`src/rtl/clock_sequencer.sv`:
```
// clock_sequencer
//
// Brings up and supervises the board clock chain: 33 MHz in, then PLL
// (100 MHz), then DCM (48 MHz). It releases the PLL reset, waits for
// PLL lock, pulses the DCM reset and waits for DCM lock. Each lock wait
// has a timeout, and the number of consecutive timeouts is bounded.
// The downstream system reset is held until the 48 MHz clock has settled.
// Once running, loss of PLL lock restarts from the PLL stage. Loss of DCM
// lock, or a stopped CLKFX, restarts from the DCM stage.
//
// Ports
//   clk_33            free-running 33 MHz clock, the only clock
//   rst_n             synchronous active-low reset
//   restart           one-cycle request to re-run bring-up from scratch
//   pll_locked        PLL LOCKED (asynchronous)
//   dcm_locked        DCM LOCKED (asynchronous)
//   dcm_clkfx_stopped DCM STATUS[2] (asynchronous)
//   pll_rst           PLL reset, active high
//   dcm_rst           DCM reset, active high
//   sys_rst           downstream reset, active high
//   clk_ready         48 MHz clock valid and settled
//   fail              retries exhausted
//   retries           consecutive lock timeouts
//   state             current FSM state, for debug
module clock_sequencer #(
    parameter int PLL_RST_CYCLES = 4,
    parameter int DCM_RST_CYCLES = 4,
    parameter int LOCK_TIMEOUT   = 65536,
    parameter int SETTLE_CYCLES  = 16,
    parameter int MAX_RETRIES    = 3
) (
    input  logic       clk_33,
    input  logic       rst_n,
    input  logic       restart,
    input  logic       pll_locked,
    input  logic       dcm_locked,
    input  logic       dcm_clkfx_stopped,
    output logic       pll_rst,
    output logic       dcm_rst,
    output logic       sys_rst,
    output logic       clk_ready,
    output logic       fail,
    output logic [2:0] retries,
    output logic [2:0] state
);

    typedef enum logic [2:0] {
        S_RST_PLL  = 3'd0,
        S_WAIT_PLL = 3'd1,
        S_RST_DCM  = 3'd2,
        S_WAIT_DCM = 3'd3,
        S_SETTLE   = 3'd4,
        S_RUN      = 3'd5,
        S_FAIL     = 3'd6
    } state_t;

    localparam logic [19:0] T_PLL_RST = 20'(PLL_RST_CYCLES - 1);
    localparam logic [19:0] T_DCM_RST = 20'(DCM_RST_CYCLES - 1);
    localparam logic [19:0] T_LOCK    = 20'(LOCK_TIMEOUT - 1);
    localparam logic [19:0] T_SETTLE  = 20'(SETTLE_CYCLES - 1);
    localparam logic [2:0]  R_MAX     = 3'(MAX_RETRIES);

    // Two-flop synchronizers. Bit order: {clkfx_stopped, dcm_locked, pll_locked}.
    logic [2:0] meta_reg, sync_reg;
    logic       pll_s, dcm_s, stop_s;

    always_ff @(posedge clk_33) begin
        if (!rst_n) begin
            meta_reg <= 3'b000;
            sync_reg <= 3'b000;
        end else begin
            meta_reg <= {dcm_clkfx_stopped, dcm_locked, pll_locked};
            sync_reg <= meta_reg;
        end
    end

    assign pll_s  = sync_reg[0];
    assign dcm_s  = sync_reg[1];
    assign stop_s = sync_reg[2];

    state_t      state_reg, state_next;
    logic [19:0] timer_reg, timer_next;
    logic [2:0]  retries_reg, retries_next, retries_inc;
    logic        pll_rst_next, dcm_rst_next, sys_rst_next, clk_ready_next, fail_next;

    assign retries_inc = retries_reg + 3'd1;

    always_comb begin
        state_next   = state_reg;
        retries_next = retries_reg;

        case (state_reg)
            S_RST_PLL: begin
                if (timer_reg == T_PLL_RST) state_next = S_WAIT_PLL;
            end
            S_WAIT_PLL: begin
                // Lock wins over a timeout that lands on the same cycle.
                if (pll_s) begin
                    state_next = S_RST_DCM;
                end else if (timer_reg == T_LOCK) begin
                    retries_next = retries_inc;
                    state_next   = (retries_inc == R_MAX) ? S_FAIL : S_RST_PLL;
                end
            end
            S_RST_DCM: begin
                if (!pll_s)                      state_next = S_RST_PLL;
                else if (timer_reg == T_DCM_RST) state_next = S_WAIT_DCM;
            end
            S_WAIT_DCM: begin
                if (!pll_s) begin
                    state_next = S_RST_PLL;
                end else if (dcm_s) begin
                    state_next = S_SETTLE;
                end else if (timer_reg == T_LOCK) begin
                    retries_next = retries_inc;
                    state_next   = (retries_inc == R_MAX) ? S_FAIL : S_RST_PLL;
                end
            end
            S_SETTLE: begin
                if (!pll_s) begin
                    state_next = S_RST_PLL;
                end else if (!dcm_s || stop_s) begin
                    state_next = S_RST_DCM;
                end else if (timer_reg == T_SETTLE) begin
                    state_next   = S_RUN;
                    retries_next = 3'd0;
                end
            end
            S_RUN: begin
                if (!pll_s)                  state_next = S_RST_PLL;
                else if (!dcm_s || stop_s)   state_next = S_RST_DCM;
            end
            S_FAIL: begin
                state_next = S_FAIL;
            end
            default: begin
                state_next = S_RST_PLL;
            end
        endcase

        // restart outranks everything except rst_n.
        if (restart) begin
            state_next   = S_RST_PLL;
            retries_next = 3'd0;
        end

        // The timer restarts on every state entry. A restart from RST_PLL
        // re-enters the same state, so it also clears the timer. In RUN and
        // FAIL the timer may wrap; nothing compares it there.
        if (restart || (state_next != state_reg)) timer_next = 20'd0;
        else                                      timer_next = timer_reg + 20'd1;

        // The outputs are decoded from the next state, so they are
        // registered on the same edge as the state.
        pll_rst_next   = (state_next == S_RST_PLL) || (state_next == S_FAIL);
        dcm_rst_next   = (state_next == S_RST_PLL) || (state_next == S_WAIT_PLL) ||
                         (state_next == S_RST_DCM) || (state_next == S_FAIL);
        sys_rst_next   = (state_next != S_RUN);
        clk_ready_next = (state_next == S_RUN);
        fail_next      = (state_next == S_FAIL);
    end

    always_ff @(posedge clk_33) begin
        if (!rst_n) begin
            state_reg   <= S_RST_PLL;
            timer_reg   <= 20'd0;
            retries_reg <= 3'd0;
            pll_rst     <= 1'b1;
            dcm_rst     <= 1'b1;
            sys_rst     <= 1'b1;
            clk_ready   <= 1'b0;
            fail        <= 1'b0;
        end else begin
            state_reg   <= state_next;
            timer_reg   <= timer_next;
            retries_reg <= retries_next;
            pll_rst     <= pll_rst_next;
            dcm_rst     <= dcm_rst_next;
            sys_rst     <= sys_rst_next;
            clk_ready   <= clk_ready_next;
            fail        <= fail_next;
        end
    end

    assign retries = retries_reg;
    assign state   = state_reg;

endmodule

```
`config.mk`:
```
export PLATFORM = sky130hd
export DESIGN_NAME = clock_sequencer
export DESIGN_NICKNAME = d
export VERILOG_FILES = /design/src/rtl/clock_sequencer.sv
export SDC_FILE = /design/constraint.sdc
export NUM_CORES = 1
export LEC_CHECK = 0
export ABC_AREA = 0
export CELL_PAD_IN_SITES_DETAIL_PLACEMENT = 1
export CELL_PAD_IN_SITES_GLOBAL_PLACEMENT = 1
export CORE_MARGIN = 2
export CORE_UTILIZATION = 39
export CTS_CLUSTER_DIAMETER = 200
export CTS_CLUSTER_SIZE = 40
export DETAILED_ROUTE_END_ITERATION = 10
export MAX_ROUTING_LAYER = met4
export PLACE_DENSITY = 0.85
export SLEW_MARGIN = 20
export SYNTH_ARGS = -nofsm -noshare
export SYNTH_HDL_FRONTEND = slang
export SYNTH_SLANG_ARGS = --single-unit
```
`constraint.sdc`:
```
create_clock -name clk_33 -period 2.2 [get_ports clk_33]
set_clock_uncertainty 0.15 [all_clocks]
set_input_delay 0.33 -clock clk_33 [delete_from_list [all_inputs] [get_ports clk_33]]
set_output_delay 0.33 -clock clk_33 [all_outputs]
set_load 0.02 [all_outputs]
```
==> Word-level counts from Yosys, hierarchy flattened <==
Index checks and enable logic that the tools add are counted.
Widths: inputs -> output; s select.
{ "totals": {"ff_bits": 37, "input_bits": 6, "out_inout_bits": 11, "word_cells": 71} }
{ "classes": {"add_sub_neg": 2, "n_eq_ne": 22, "muxes": 23, "n_bitwise": 1, "n_reduce_logical": 13} }
{ "ops": {"columns": ["op", "n"], "rows": [
  ["$mux 3", 21],
  ["$pmux 3 s7", 1],
  ["$add 20x1->20 const B", 1],
  ["$eq 20x16->1 const B", 1],
  ["$eq 20x2->1 const B", 1],
  ["$eq 20x4->1 const B", 1],
  ["$eq 3x3->1 const B", 5],
  ["$eq 3x2->1 const B", 4],
  ["$ne 2x2->1 const B", 6],
  ["$pmux 3 s3", 1],
  ["$reduce_and 7->1", 1],
  ["$eq 3x1->1 const B", 2],
  ["$logic_not 3->1", 2],
  ["$logic_or 1x1->1", 6],
  ["$reduce_or 2->1", 2],
  ["$add 3x1->3 const B", 1],
  ["$ne 3x3->1", 1],
  ["$ne 3x3->1 const B", 1],
  ["$reduce_bool 3->1", 1],
  ["$logic_not 1->1", 1],
  ["$not 1->1", 1]
]} }

==> Longest topological paths before layout <==
Gate-level depths: netlist of the first run.
{ "depth": {"depth_word": 12, "mapped_depth": 8, "mapped_depth_nobuf": 7} }

==> Worst setup path after synthesis of the first run <==
No wires, ideal clock.
{ "synth_timing": {"path_kind": "flip-flop to flip-flop", "from": "register timer_reg[0]", "to": "register dcm_rst", "setup_time_ps": 121, "arrival_ps": 1918, "required_ps": 1929, "setup_slack_ps": 11, "path_stages_with_launch": 8, "period_less_slack_ps": 2189, "path_cell_list": "dfxtp_1 > ha_1 > and3_1 > clkbuf_1 > nand4_1 > or3_1 > o211a_1 > mux2_4"} }
{ "synth_via": {"elab_chain_len": 10, "word_cells_on_any_way": 22} }
{ "synth_lines": {"columns": ["item", "line", "source"], "rows": [
  ["start, declared", "82", "logic [19:0] timer_reg, timer_next;"],
  ["start signal, assigned", "175", "timer_reg <= timer_next;"],
  ["$eq 20x4->1 or $eq 20x16->1 (tied branches)", "124, 100, 114", null],
  ["$mux 3, on equally long branches", "124, 100, 114", null],
  ["$mux 3, on equally long branches", "122, 112", null],
  ["$mux 3, on equally long branches", "120, 110", null],
  ["$pmux 3 s7 *", "92", "case (state_reg)"],
  ["$mux 3 *", "142", "if (restart) begin"],
  ["$eq 3x1->1 or $logic_not 3->1 (tied branches)", "156", "dcm_rst_next = (state_next == S_RST_PLL) || (state_next == S_WAIT_PLL) ||"],
  ["$logic_or 1x1->1 (2 in a row)", "156", null],
  ["$logic_or 1x1->1 *", "157", "(state_next == S_RST_DCM) || (state_next == S_FAIL);"],
  ["end signal, assigned", "178", "dcm_rst <= dcm_rst_next;"],
  ["end, declared", "39", "output logic dcm_rst,"]
]} }
Mark *: on every way between the ends. The rest lies on a longest branch, timed or not.
A chain may end at the register's enable or synchronous reset.

==> Worst setup path after layout of the first run <==
{ "layout_timing": {"from": "register timer_reg[1]", "to": "register timer_reg[13]"} }
{ "layout_via": {"elab_chain_len": 9, "word_cells_on_any_way": 19} }
{ "layout_lines": {"columns": ["item", "line", "source"], "rows": [
  ["$eq 20x4->1 or $eq 20x16->1 (tied branches)", "124, 100, 114", null],
  ["$mux 3, on equally long branches", "124, 100, 114", null],
  ["$mux 3, on equally long branches", "122, 112", null],
  ["$mux 3, on equally long branches", "120, 110", null],
  ["$pmux 3 s7", "92", null],
  ["$mux 3", "142", null],
  ["$ne 3x3->1", "150", "if (restart || (state_next != state_reg)) timer_next = 20'd0;"],
  ["$logic_or 1x1->1", "150", null],
  ["$reduce_or 2->1 (no line)", null, null]
]} }
Parallel ways exist; a longest one is shown, timed or not.

==> impl_metrics.tcl, run 1 <==
set metrics [dict create \
    num_rows 24 \
    end_kind "flip-flop" \
    final_cell_mix "dfxtp_1, buf_4, nor2_1" \
    grt_pass1_vias 1756 \
    critPathLaunchType "flip-flop" \
    reg2regPathDepth 9 \
    first_pass_iters 4 \
    finalCriticalPeriod_ps 2250 \
    final_common_cell "dfxtp_1" \
    io_buffers 16 \
    drive_above_1_share_pct 32.0 \
    hold_class "reg2reg" \
    final_nets 261 \
    clkSlewWorstSetupHoldPaths_ps 70 \
    p_leak_nw 0.915 \
    grt_usage_pct 21.2 \
    setup_ws_ps -48.1 \
    min_delay_path_depth 1 \
    cp_max_fo 6 \
    slew_violations 0 \
    clock_path_buffers 2 \
    worst_ep_arrival_time_ps 2280 \
    wl_per_cell_um 17.6 \
    yosysSeqAreaShare_pct 41.1 \
    yosys-top-cells-area "dfxtp_1, nor2_1, xor2_1" \
    grt_antenna_before_repair 0 \
    synth_top_area_share_pct 41.1 \
    place.gp.congestion 0.904 \
    final_area_sq_um 2480 \
    violations "setup timing" \
    place_ws_ps -9.94 \
    synth_nets 213 \
    cts_tree "yes" \
    cts-root-buf "clkbuf_8" \
    dp.cells 290 \
    dpl_cell_area_sq_um 2180 \
    netlist_area_sq_um 1800 \
    required_ps 2230 \
    fmax_mhz 445 \
    syn_inst 204 \
    ys_ff_latch 37 \
    ys_warn_count 0 \
    finalSetupViolations 21 \
    hold_end "sync_reg[2]" \
    n_antenna_cell 0 \
    async_reset_ff_share_pct 0 \
    die_h_um 72.0 \
    final_cells 305 \
    numCtsBuffers 5 \
    die-area_sq_um 5190 \
    io-pin-count 17 \
    avgSynthCellArea_sq_um 8.84 \
    r2r_start "timer_reg[1]" \
    regToRegEndpoint "timer_reg[13]" \
    drc 0 \
    initial_core_util_pct 40.9 \
    coreArea_sq_um 4410 \
    worst_slew_pin_slew_ps 521 \
    grt_max_degree 12 \
    via_per_inst 5.50 \
    drt_first_iter_violations 96 \
    drv_cap 0 \
    cts_hold_buf 0 \
    synth_edf_count 0 \
    vias 1676 \
    clkLatencyLatePin_ps 290 \
    htreeDepth 2 \
    largest_reg_flops 20 \
    grt_pass1_wl_um 8230 \
    die_w_um 72.0 \
    status "complete, but fails checks" \
    final_antenna_net_count 0 \
    grt_setup_unrepaired "yes" \
    period_share_pct 102 \
    hp-start "meta_reg[2]" \
    slew-limit-headroom_pct 65.0 \
    worstSetupPathType "reg2reg" \
    yosys.area.top_type "dfxtp_1" \
    synth.distinct_cells 49 \
    r2r_slack_ps -50 \
    peakVddDrop_uv 330 \
    dpl.hpwl_um 3610 \
    cts.sinks 37 \
    overflow 0 \
    synth_ff_type "dfxtp_1" \
    synthToLayoutAreaGrowth_pct 37.7 \
    wl_um 5360 \
    finalHoldViolCount 0 \
    powerDensity_nw_per_um2 515 \
]
==> what timing repair did <==
item | 4_1_cts | 5_1_grt
pin swaps | 0 | 13
setup endpoints to repair | 21 | 24
buffers inserted | 0 | 5
cloned | 1 | 1
resized for setup | 6 | 36
==> worst max path at each step <==
stage	from	slack (ps)	depth (start not counted)	to
floorplan	timer_reg[0]	10	7	dcm_rst
global placement	timer_reg[0]	70	7	dcm_rst
detailed placement	timer_reg[4]	-10	7	timer_reg[10]
CTS	timer_reg[7]	3	7	timer_reg[10]
global route	state[0]	-150	8	timer_reg[19]
finish	timer_reg[1]	-50	9	timer_reg[13]
==> per-stage QoR <==
step | setup TNS, ps | hold slack, ps | power (mW) | utilization, %
4_1_cts | 0 | 296 | 1.26 | 52.2
3_3_place_gp | 0 | 267 | 0.740 | 49.3
6_report | -650 | 291 | 1.28 | 56.3
2_1_floorplan | 0 | 262 | 0.717 | -
3_5_place_dp | -11.1 | 278 | 0.743 | 49.3
5_1_grt | -2620 | 319 | 1.32 | 56.3
==> power by group <==
group,switching [mW],internal [mW]
Combinational,0.0325,0.0342
Sequential,0.00466,0.677
Clock,0.249,0.283
==> synthesized netlist by cell type (4+ instances only) <==
library cell  number
a21oi_1            7
and2_1             7
and3_1             4
dfxtp_1           37
inv_1              6
nand2_1           12
nand2b_1           5
nand3_1           12
nand4_1            6
nor2_1            29
nor4_1             5
xnor2_1            7
xor2_1            12
==> worst max-delay path, cell delays in order, from the launching register on <==
cell,delay [ps]
dfxtp_2,360
ha_4,150
nand3_4,80
or4_4,590
o21ai_4,180
a21oi_2,80
o2111ai_2,240
buf_6,160
buf_8,120
nor2_1,50
==> cell type report <==
| cell class | instances | area (sq um) |
|---|---|---|
| clock buffer | 7 | 96.3 |
| fill | 513 | 1930 |
| sequential | 37 | 748 |
| inverter | 6 | 22.5 |
| multi-input combinational | 154 | 1120 |
| tap | 52 | 65.1 |
| timing repair buffer | 48 | 423 |
| clock inverter | 1 | 5.00 |
==> routing by layer <==
| layer | up-vias | global-route usage (%) | part of all wire, % |
|---|---|---|---|
| met1 | 822 | 23.8 | 42 |
| met3 | 10 | 4.72 | 2.7 |
| li1 | 810 | - | - |
| met4 | 0 | 8.39 | 2.0 |
| met2 | 34 | 36.6 | 53 |
| met5 | - | - | 0 |
==> cell families after synthesis <==
kind of cell               Yosys count  synth area share [%]
xor gates and xnor gates            19                  9.22
AOI/OAI and AO/OA                   27                  10.4
muxes                                1                 0.832
buffers and inverters               13                  3.40
adders and majority gates            3                  2.08
and+or+nand+nor                    104                  33.0
DFF                                 37                  41.1
Note: power is estimated with default switching activity, not from simulation.
==> inputs of run 2 (changes only) <==
--- a/constraint.sdc
+++ b/constraint.sdc
@@ -3,3 +3,3 @@
 set_input_delay 0.33 -clock clk_33 [delete_from_list [all_inputs] [get_ports clk_33]]
 set_output_delay 0.33 -clock clk_33 [all_outputs]
-set_load 0.02 [all_outputs]
+set_load 0.1 [all_outputs]
==> impl_metrics.tcl, run 2 (synthesis results as in run 1) <==
set metrics [dict create \
    n_antenna_cell 0 \
    cts_tree "yes" \
    seqCellArea_sq_um 767 \
    final_cell_mix "buf_4, nor2_1, dfxtp_1" \
    die_h_um 72.0 \
    io-pin-count 17 \
    drv_cap 0 \
    grt_pass1_wl_um 8180 \
    cp_cell_sequence "ha_4, buf_4, and3_4, nand4_1, or3_4, o211a_4, mux2_4" \
    htreeDepth 2 \
    finalHoldViolCount 0 \
    cp_slowest_stage_delay_ps 410 \
    initial_core_util_pct 40.9 \
    hold_class "reg2reg" \
    cts-root-buf "clkbuf_8" \
    overflow 0 \
    io_buffers 16 \
    setup_ws_ps 53.5 \
    worst_ep_arrival_time_ps 2180 \
    cp_max_fo 4 \
    final_common_cell "buf_4" \
    synthToLayoutAreaGrowth_pct 35.9 \
    via_per_inst 5.52 \
    grt_usage_pct 20.8 \
    grt_pass1_vias 1776 \
    final_nets 264 \
    clkSlewWorstSetupHoldPaths_ps 70 \
    cts.sinks 37 \
    required_ps 2230 \
    place.gp.congestion 0.864 \
    slew-limit-headroom_pct 67.1 \
    wl_um 5180 \
    dpl.hpwl_um 3570 \
    clkLatencyLatePin_ps 290 \
    powerDensity_nw_per_um2 487 \
    largest_reg_flops 20 \
    cts_hold_buf 0 \
    coreArea_sq_um 4410 \
    wl_per_cell_um 16.8 \
    finalSetupViolations 0 \
    place_ws_ps -18.5 \
    multi_input_area_sq_um 1100 \
    fmax_mhz 466 \
    end_kind "flip-flop" \
    fillers 515 \
    p_leak_nw 0.947 \
    final_antenna_net_count 0 \
    grt_antenna_before_repair 0 \
    first_pass_iters 4 \
    die-area_sq_um 5190 \
    finalCriticalPeriod_ps 2150 \
    die_w_um 72.0 \
    dpl_cell_area_sq_um 2210 \
    grt_max_degree 14 \
    peakVddDrop_uv 293 \
    drive_above_1_share_pct 36.7 \
    final_area_sq_um 2450 \
    status "completed" \
    p_total_mw 1.20 \
    clock_path_buffers 2 \
    grt_setup_unrepaired "yes" \
    period_share_pct 97.6 \
    slew_violations 0 \
    num_rows 24 \
    drt_first_iter_violations 91 \
    numCtsBuffers 5 \
    vias 1699 \
    worstSetupPathType "reg2reg" \
    critPathLaunchType "flip-flop" \
    cpMaxStageDelayCell "or3_4" \
    drc 0 \
    worst_slew_pin_slew_ps 490 \
]
==> run 2: cell count changes in the layout (fill, tap and decap cells not counted), moves of 3 or more <==
cell	change
nor2_1	+11
nor2_2	-10
clkdlybuf4s50_1	-11
dfxtp_4	+3
dfxtp_1	-9
buf_4	+15
dfxtp_2	+6
==> run 2: power by group <==
| group | internal, mW | total, mW | switching [mW] | leakage (nW) |
|---|---|---|---|---|
| clock | 0.219 | 0.456 | 0.236 | 0.0450 |
| combinational | 0.0323 | 0.0621 | 0.0299 | 0.594 |
| sequential | 0.673 | 0.677 | 0.00403 | 0.308 |
| total | 0.925 | 1.19 | 0.270 | 0.947 |
==> run 2: what timing repair did <==
item | CTS | global route
resized for setup | 3 | 31
pin swaps | 1 | 7
endpoints found under the setup margin | 2 | 23
buffers inserted | 0 | 3
gates cloned | 0 | 1
==> run 2: worst max-delay path: cells and delay by family, from the launching register on <==
family | cells | cell delay (ps)
AOI/OAI and AO/OA | 1 | 270
adders and majority gates | 1 | 140
buffers and inverters | 1 | 120
DFF | 1 | 360
muxes | 1 | 300
and+or+nand+nor | 3 | 700
==> run 2: metrics by stage <==
stage | TNS, ps | hold WS, ps | utilization [%] | std cells
finish | 0 | 287 | 55.6 | 308
global route | -138 | 314 | 55.6 | 308
CTS | 0 | 288 | 52.2 | 304
detailed placement | -18.5 | 270 | 50.0 | 296
global placement | 0 | 267 | 50.0 | 296
floorplan | -2.31 | 262 | - | 204
==> run 2: worst paths after layout <==
check / cells after the start / to / from / slack, ps
setup / recovery: 7 / dcm_rst / timer_reg[1] / 50
setup reg to reg: 7 / dcm_rst / timer_reg[1] / 50
hold reg to reg: 1 / sync_reg[1] / meta_reg[1] / 290
hold / removal: 1 / sync_reg[1] / meta_reg[1] / 290
==> run 2: area by class of cell <==
| cell class | count | area share [%] |
|---|---|---|
| clock inverters | 2 | 0.408 |
| inverters | 6 | 0.918 |
| flip-flops and latches | 37 | 31.3 |
| multi-input cells | 154 | 45.1 |
| clock buffers | 6 | 2.96 |
| repair buffers | 51 | 16.7 |
| well taps | 52 | 2.65 |
==> run 2: per-layer routing <==
metal	share of wire, %	up-vias	global-route usage [%]
met5	0	-	-
met4	1.4	0	7.76
met3	3.7	7	4.44
met2	53	34	35.1
met1	42	837	24.5
li1	-	821	-
